==> src/rtl/hazard_fwd_unit.sv <==
// ID-stage hazard unit: shadow EX/MEM destination slots, operand bypass selects, load-use stall.
// Define HAZARD_STALL_CNT_EN to add the stall_cnt output and its wrapping counter.
module hazard_fwd_unit #(
    parameter int REG_ADDR_WIDTH  = 5,
    parameter int STALL_CNT_WIDTH = 32
) (
    input  logic                      clk,
    input  logic                      reset_n,
    input  logic                      id_valid,
    input  logic [REG_ADDR_WIDTH-1:0] IF_ID_rs1,
    input  logic [REG_ADDR_WIDTH-1:0] IF_ID_rs2,
    input  logic                      id_uses_rs1,
    input  logic                      id_uses_rs2,
    input  logic [REG_ADDR_WIDTH-1:0] IF_ID_rd,
    input  logic                      id_reg_write_en,
    input  logic                      id_is_load,
    input  logic                      IF_flush,
    output logic [1:0]                forward_comp1,
    output logic [1:0]                forward_comp2,
    output logic                      pc_write,
    output logic                      IF_ID_write,
    output logic                      ID_EX_bubble,
    output logic                      IF_flush_gated
`ifdef HAZARD_STALL_CNT_EN
    ,
    output logic [STALL_CNT_WIDTH-1:0] stall_cnt
`endif
);

    typedef struct packed {
        logic                      valid;
        logic [REG_ADDR_WIDTH-1:0] rd;
        logic                      wr;
        logic                      load;
    } slot_t;

    slot_t ex_q, ex_d;
    slot_t mem_q, mem_d;

    logic ex_m1, ex_m2, mem_m1, mem_m2;
    logic stall;

    always_comb begin
        ex_m1  = ex_q.valid  & ex_q.wr  & (ex_q.rd  == IF_ID_rs1) & (ex_q.rd  != '0) & id_uses_rs1;
        ex_m2  = ex_q.valid  & ex_q.wr  & (ex_q.rd  == IF_ID_rs2) & (ex_q.rd  != '0) & id_uses_rs2;
        mem_m1 = mem_q.valid & mem_q.wr & (mem_q.rd == IF_ID_rs1) & (mem_q.rd != '0) & id_uses_rs1;
        mem_m2 = mem_q.valid & mem_q.wr & (mem_q.rd == IF_ID_rs2) & (mem_q.rd != '0) & id_uses_rs2;

        stall = id_valid & ex_q.load & (ex_m1 | ex_m2);

        forward_comp1 = 2'b00;
        forward_comp2 = 2'b00;
        // An EX match that survives the stall check is always an ALU result.
        if (id_valid && !stall) begin
            if (ex_m1)       forward_comp1 = 2'b01;
            else if (mem_m1) forward_comp1 = mem_q.load ? 2'b10 : 2'b11;
            if (ex_m2)       forward_comp2 = 2'b01;
            else if (mem_m2) forward_comp2 = mem_q.load ? 2'b10 : 2'b11;
        end

        pc_write       = ~stall;
        IF_ID_write    = ~stall;
        ID_EX_bubble   = stall;
        IF_flush_gated = IF_flush & ~stall;

        mem_d = ex_q;
        ex_d  = '0;
        if (!stall) begin
            ex_d.valid = id_valid;
            ex_d.rd    = IF_ID_rd;
            ex_d.wr    = id_reg_write_en;
            ex_d.load  = id_is_load;
        end
    end

    always_ff @(posedge clk or negedge reset_n) begin
        if (!reset_n) begin
            ex_q  <= '0;
            mem_q <= '0;
        end else begin
            ex_q  <= ex_d;
            mem_q <= mem_d;
        end
    end

`ifdef HAZARD_STALL_CNT_EN
    logic [STALL_CNT_WIDTH-1:0] stall_cnt_q, stall_cnt_d;

    always_comb begin
        stall_cnt_d = stall_cnt_q + {{(STALL_CNT_WIDTH-1){1'b0}}, stall};
    end

    always_ff @(posedge clk or negedge reset_n) begin
        if (!reset_n) stall_cnt_q <= '0;
        else          stall_cnt_q <= stall_cnt_d;
    end

    assign stall_cnt = stall_cnt_q;
`endif

endmodule

==> config.mk <==
export PLATFORM = sky130hd
export DESIGN_NAME = hazard_fwd_unit
export DESIGN_NICKNAME = d
export VERILOG_FILES = /design/src/rtl/hazard_fwd_unit.sv
export SDC_FILE = /design/constraint.sdc
export NUM_CORES = 1
export LEC_CHECK = 0
export CORE_ASPECT_RATIO = 0.7
export CORE_UTILIZATION = 40
export CTS_CLUSTER_DIAMETER = 80
export DETAILED_ROUTE_END_ITERATION = 12
export PLACE_DENSITY_LB_ADDON = 0.3
export SYNTH_ARGS = -nofsm -noshare
export SYNTH_HDL_FRONTEND = slang
export SYNTH_SLANG_ARGS = --single-unit
==> constraint.sdc <==
create_clock -name clk -period 2.68 [get_ports clk]
set_clock_uncertainty 0.1 [all_clocks]
set_input_delay 0.268 -clock clk [delete_from_list [all_inputs] [get_ports clk]]
set_output_delay 0.268 -clock clk [all_outputs]
set_load 0.02 [all_outputs]
Yosys cells after proc, flatten, opt, wreduce, memory -nomap -nowiden. Index checks and enable logic that the tools add are counted. Widths: inputs -> output; s select.

Flip-flop bits (word level): 16. Latch bits: 0. Bits in writable memories: 0. Memory bits (read-only): 0. Input port bits: 23. Word-level logic and storage cells: 43. Memories kept: 0.

$add $sub $neg: 0. Multiply operators: 0. Divide/modulo/power cells: 0. Magnitude comparators: 0. Equality and inequality tests: 4. Shifts and indexed selects: 0. Muxes and demuxes: 8. Bitwise gates (word level): 19. Reduce and logical (&&, ||, !) cells: 4.

Operators by type and width (count): $eq 5x5->1 (4); $and 1x1->1 (17); $mux 2 (6); $reduce_bool 5->1 (2); $mux 8 (1); $logic_and 1x1->1 (1); $logic_not 1->1 (1); $mux 1 (1); $not 1->1 (1); $or 1x1->1 (1).

Logic depth before layout (Yosys ltp). Gate-level depths: netlist (run 1).

Depth in word-level cells: 9. Gate-level depth with buffers: 5. Gate-level depth less buffers: 4.

Worst setup path after synthesis (run 1). Ideal clock, no wire load.

Path type: reg2out. Start point: register ex_q[3] in the netlist's numbering. End point: output forward_comp1[1]. Arrival: 1.966 ns. Data required time: 2.312 ns. Slack: 0.346 ns. Stages on the path, launching flop included: 5. Cell sequence: dfrtp_1 > or4_4 > o211a_1 > and3_1 > a2111oi_2.

Word-level cells in the longest chain between the ends: 9.

Ends and longest elaborated chain: from (decl) (line 37) `slot_t ex_q, ex_d;`; from (signal assigned) (line 78) `ex_q <= '0;`; from (signal assigned) (line 81) `ex_q <= ex_d;`; $eq 5x5->1, on equally long branches (line 44, 45); $and 1x1->1, on equally long branches (3 in a row) (line 44, 45); $or 1x1->1 (line 49) `stall = id_valid & ex_q.load & (ex_m1 | ex_m2);`; $and 1x1->1 (line 49); $logic_not 1->1; $logic_and 1x1->1 (line 54) `if (id_valid && !stall) begin`; $mux 2 (*) (line 54); to (decl) (line 18) `output logic [1:0] forward_comp1,`.

Mark *: on every way between the ends. The rest lies on a longest branch, timed or not.

Worst setup path after layout (run 1).
Start point: register ex_q[3] in the netlist's numbering. End point: output pc_write.

Word-level cells in the longest chain between the ends: 7.

Ends and longest elaborated chain: $eq 5x5->1, on equally long branches (line 44, 45); $and 1x1->1, on equally long branches (3 in a row) (line 44, 45); $or 1x1->1 (*) (line 49); $and 1x1->1 (*) (line 49); $not 1->1 (*) (line 61) `pc_write = ~stall;`; to (decl) (line 20) `output logic pc_write,`.

Marked as above.

==> results of run 1 <==
layout make-up:
| cell class | count | area (um2) | share of cell area (%) |
|---|---|---|---|
| Multi-Input combinational cell | 59 | 479 | 35.3 |
| Clock buffer | 3 | 22.5 | 1.66 |
| Sequential cell | 16 | 400 | 29.5 |
| Inverter | 9 | 33.8 | 2.49 |
| Timing Repair Buffer | 44 | 380 | 28.0 |
| Tap cell | 32 | 40.0 | 2.95 |
critical path, cell delays in order (launching register included):
cell and delay [ns]:
dfrtp_1 0.39, buf_4 0.15, xor2_1 0.16, nor4_2 0.41
nand3_1 0.16, buf_4 0.16, a21o_1 0.18, dlygate4sd2_1 0.32
cells in the mapped netlist, types with 2 or more instances:
library cell	n	area [um2]
a21oi_1	2	10.0
xnor2_1	4	35.0
nand2_1	2	7.51
and3_1	2	12.5
o211a_1	2	20.0
and2_1	3	18.8
nand4b_1	2	17.5
nor4_1	4	25.0
nand3_1	3	15.0
a31oi_1	8	50.1
inv_1	9	33.8
a2111oi_2	2	30.0
and2_4	2	17.5
dfrtp_1	16	400
xor2_1	16	140
per-layer routing:
layer | part of all wire [%] | routed length [um]
met5 | 0 | 0
met4 | 1.0 | 23
met3 | 6.4 | 144
met2 | 46 | 1040
met1 | 46 | 1030
worst max path at each step:
stage,depth (start not counted),to,slack [ns]
after floorplan,4,forward_comp1[1],0.35
after global placement,6,forward_comp1[1],-0.17
after detailed placement,6,forward_comp1[1],-0.20
after CTS,5,forward_comp2[1],0.009
after global routing,7,pc_write,0.0008
final,7,pc_write,0.11
per-stage QoR:
| step | instances | utilization, % |
|---|---|---|
| after floorplan | 88 | - |
| after global placement | 160 | 62.0 |
| after detailed placement | 160 | 62.0 |
| after CTS | 163 | 62.8 |
| after global routing | 163 | 62.4 |
| final | 163 | 62.4 |
what timing repair did:
item,CTS,global route
setup endpoints to repair,8,4
hold buffers,0,0
pin swaps,1,0
gates resized for setup,16,7
registers in the layout, indices dropped and copies added, names as in the netlist:
signal and count:
ex_q 8, mem_q 8
placed cells by master (no fill, tap or decap):
master           Yosys  routed
dlygate4sd2_1        0       4
buf_4                1      14
a221oi_2             1       1
a32o_1               1       1
nand3_1              3       3
a21oi_1              2       2
nand2_1              2       2
xor2_1              16      16
o311a_1              1       1
inv_1                9       9
clkdlybuf4s50_1      0      22
or3_1                1       1
dfrtp_1             16      16
nor4_2               0       1
a2111oi_2            2       2
a21o_1               1       1
a221oi_1             1       1
clkbuf_4             0       3
nor4_1               4       3
and3_4               0       1
clkbuf_2             0       2
o211a_1              2       2
a31oi_1              8       8
and2_1               3       3
buf_2                1       2
and2_4               2       2
xnor2_1              4       4
nand4b_1             2       2
and3_1               2       1
or4_4                1       1
kinds of logic after synthesis:
family,after synthesis
AOI/OAI and AO/OA,19
buffers and inverters,13
and+or+nand+nor,20
DFF,16
xor gates and xnor gates,20
power groups by stage:
stage	Combinational [mW]	Clock, mW	Sequential (mW)
floorplan	0.0484	0	0.269
global placement	0.113	0	0.269
detailed placement	0.116	0	0.270
CTS	0.117	0.123	0.265
global route	0.126	0.138	0.267
finish	0.118	0.117	0.266
==> results.md, run 1 <==
- Grt ovf: 0
- Vias in the first global route: 792
- Die boundary height: 42.3 um
- Core area: 2170 um2
- Netlist Area Pre-Place: 930 um2
- Critical Path Sink Type: primary output
- Pwr per Cell Area: 369 nW/um2
- Root Buffer: clkbuf_4
- Gate Count Post-Synth: 88
- RSZ-0062 raised after global routing: false
- CTS Buf Count: 3
- Vias per cell: 5.17
- Cell area after layout: 1360 um2
- Diodes inserted: 0
- Busiest grt layer: met2
- Global routing usage on met2: 30.1%
- Clock power frac: 23.3%
- Layout cell share with drive strength beyond 1: 22.1%
- Reg power frac: 53.1%
- Startpoint class of the critical path: flop
- Netlist cell types: 26
- Drt first pass iters: 4
- Hold Vio Cnt, Final: 0
- Post-CTS setup buffers: 0
- Antenna violations before repair: 0
- Synthesis Warnings: 0
- CP Class: flop to primary output
- Post-DP Area: 1350 um2
- GRT Total Usage: 19.1%
- CTS Buffer Depth: 2
- Leak: 0.598 nW
- Routed vias: 843
- Clock slew at reported path FFs: 0.08 ns
- Post-DRT Antenna Nets: 0
- Layout fillers: 202
- IO Pins: 31
- Register bit total from synthesis: 16
- First-pass GRT wire length: 3390 um
- Reg2Reg Setup Slack: 0.73 ns
- Tightest hold margin: 0.289 ns
- Hold Crit Class: input port to async pin
- Sw Ratio: 25.7%
- Nets: 156
- Die footprint: 2520 um2
- Pre-CTS WS: -0.204 ns
- Combinational fraction of design power: 23.6%
- Chip width: 59.6 um
- Synth Area in Simple Gates: 14.1%
- Worst Setup SP: ex_q[3]
- Most used DFF post-synth: dfrtp_1
- Htree depth: 1
- # rows: 14
- M3 GR Usage: 3.70%
- GP Congestion: 0.870
- Max-cap violations: 0
- Worst Reg-to-Reg Cells: 7
- CTS sink count: 16
- FMAX: 0.389 GHz
- Internal Pwr Total: 372 uW
- EDFF count, synth: 0
- Ys async rst share: 100%
- Adder-cell share of the synthesized area: 0%
- Largest net degree at the start of global routing: 17
- Worst reg2reg startpoint: ex_q[4]
- Final period utilization: 95.9%
- Final min period: 2.57 ns
- PortBufs: 30
- Routed WL per cell: 13.7 um
- Initial core utilization: 42.8%
- CP Max Fanout: 3
- Relative slew slack: 56.0%
- Crit Reg-Reg Endpoint: ex_q[1]
- Worst Path Required: 2.31 ns
- Synth-to-Final Area Change: 45.9%
- Clock latency on the worst-skew pair: 0.27 ns
- Worst Tran Pin Value: 0.658 ns
- # setup viols final: 0
- Initial DRC count: 32
- Post-Syn Area per Cell: 10.6 um2
- HPWL Detailed: 1780 um
- Outcome: completed
- Synth Area in Compound Gates: 17.4%
- Worst IR drop on VDD: 192 uV
- Final setup TNS: 0 ns
- Total Power: 500 uW
- Final Slew Violations: 0
- Routed WL: 2230 um
- Arrival time at the worst endpoint: 2.20 ns
- Switch Pwr: 129 uW
- Post-route setup slack: 0.110 ns
- Proportion of synthesized area in mux cells: 0%
- CTS tree: done
- Met1 Track Usage GR: 25.6%
- Syn nets: 111
- Post-synthesis xor/xnor area fraction: 18.8%
- Drt drc: 0
- Largest family of logic cells by synthesized area: XOR/XNOR gates
- Post-synthesis sequential area ratio: 43.1%
Power figures use the tool's default switching activity.
==> run 2: changes to the inputs <==
CORE_UTILIZATION = 44   (was 40)
==> run 2 against run 1 <==
The run now ends with design-rule violations left. Clock power is 28% higher. Sequential cell count stayed put. Via count is 0.24% higher. Critical path depth stayed put. Critical path type unchanged. Largest cell class unchanged. Largest power group unchanged.
==> results.md, run 2 (synthesis results as in run 1) <==
- Worst Reg-to-Reg Cells: 5
- Arrival time at the worst endpoint: 2.20 ns
- Total Power: 533 uW
- Hold Crit Class: input port to async pin
- CTS Buffer Depth: 2
- Tightest hold margin: 0.284 ns
- Antenna violations before repair: 0
- Core area: 1920 um2
- CP Class: flop to primary output
- Root Buffer: clkbuf_4
- Clock latency on the worst-skew pair: 0.27 ns
- Most frequent cells in the layout: clkdlybuf4s50_1, xor2_1, dfrtp_1
- Post-DRT Antenna Nets: 0
- Die footprint: 2300 um2
- Startpoint class of the critical path: flop
- Vias per cell: 5.52
- Routed WL: 2390 um
- Synth-to-Final Area Change: 45.5%
- CTS Buf Count: 3
- Drt drc: 6
- Max-cap violations: 0
- Initial DRC count: 32
- Vias in the first global route: 803
- Htree depth: 1
- Critical Path Sink Type: primary output
- # rows: 13
- Worst IR drop on VDD: 250 uV
- HPWL Detailed: 1930 um
- Routed vias: 845
- Drt first pass iters: 8
- Initial core utilization: 48.4%
- Hold Vio Cnt, Final: 0
- Relative slew slack: 56.9%
- Final setup TNS: 0 ns
- Final min period: 2.57 ns
- Failing checks: design-rule violations
- Layout cell share with drive strength beyond 1: 22.9%
- # setup viols final: 0
- Crit Reg-Reg Endpoint: ex_q[2]
- CP Max Fanout: 3
- FMAX: 0.389 GHz
- CTS sink count: 16
- Clock slew at reported path FFs: 0.09 ns
- Die boundary height: 40.5 um
- Nets: 155
- PortBufs: 30
- Outcome: finished, violations left
- Leak: 0.610 nW
- Largest regs: ex_q (8), mem_q (8)
- CTS tree: done
- Chip width: 56.9 um
- IO Pins: 31
- Commonest non-fill, non-tap cell in the layout: clkdlybuf4s50_1
- Reg2Reg Setup Slack: 0.80 ns
- Grt ovf: 0
- Layout fillers: 162
- Final Slew Violations: 0
- Area of the multi-input gates: 482 um2
- GRT Total Usage: 22.0%
- Routed WL per cell: 15.6 um
- Pwr per Cell Area: 394 nW/um2
- Pre-CTS WS: -0.210 ns
- Largest net degree at the start of global routing: 17
- First-pass GRT wire length: 3590 um
- Register Area: 400 um2
- Post-CTS setup buffers: 0
- RSZ-0062 raised after global routing: false
- Worst Path Required: 2.31 ns
- Worst reg2reg startpoint: ex_q[3]
- Post-route setup slack: 0.108 ns
- Diodes inserted: 0
- GP Congestion: 0.855
- Worst Tran Pin Value: 0.644 ns
- Final period utilization: 96.0%
run 2: layer usage:
| layer | wire length (um) | GRT usage [%] |
|---|---|---|
| met1 | 1030 | 27.0 |
| met2 | 1180 | 40.6 |
| met3 | 156 | 2.26 |
| met4 | 24 | 11.0 |
| met5 | 0 | 0 |
run 2: final cells by class:
type                            count  share of cell area, %
Inverter                            9                   2.50
Timing Repair Buffer               43                   27.6
Clock buffer                        4                   2.68
Tap cell                           22                   2.04
Sequential cell                    16                   29.6
Multi-Input combinational cell     59                   35.6
run 2: worst max-delay path, stage by stage, from the launching register on:
cell           delay (ns)
dfrtp_1              0.40
buf_4                0.15
xor2_1               0.16
nor4_2               0.36
nand3_1              0.18
buf_4                0.17
a21o_1               0.18
dlygate4sd2_1        0.32
run 2: repair_timing:
action / 4_1_cts / 5_1_grt
gates cloned: 0 / 0
hold endpoints to repair: 0 / 0
hold buffers: 0 / 0
pin swaps: 0 / 1
resized for setup: 20 / 5
setup endpoints to repair: 8 / 5
run 2: worst max path at each step:
stage / startpoint / endpoint / depth (start not counted)
after detailed placement: IF_ID_rs1[4] / forward_comp1[1] / 6
final: ex_q[5] / pc_write / 7
after global placement: IF_ID_rs1[4] / forward_comp1[1] / 6
after global routing: ex_q[4] / ID_EX_bubble / 8
after floorplan: ex_q[3] / forward_comp1[1] / 4
after CTS: ex_q[3] / forward_comp2[1] / 5
run 2: report_power, final:
group | internal (mW) | switching [mW]
combinational | 0.0649 | 0.0525
clock | 0.0825 | 0.0670
sequential | 0.254 | 0.0122
total | 0.401 | 0.132
run 2: through the flow:
step	std cells	util (%)	area, um2
6_report	153	70.5	1350
5_1_grt	153	70.5	1350
4_1_cts	153	70.6	1360
3_5_place_dp	149	69.2	1330
3_3_place_gp	149	69.2	1330
2_1_floorplan	88	-	930
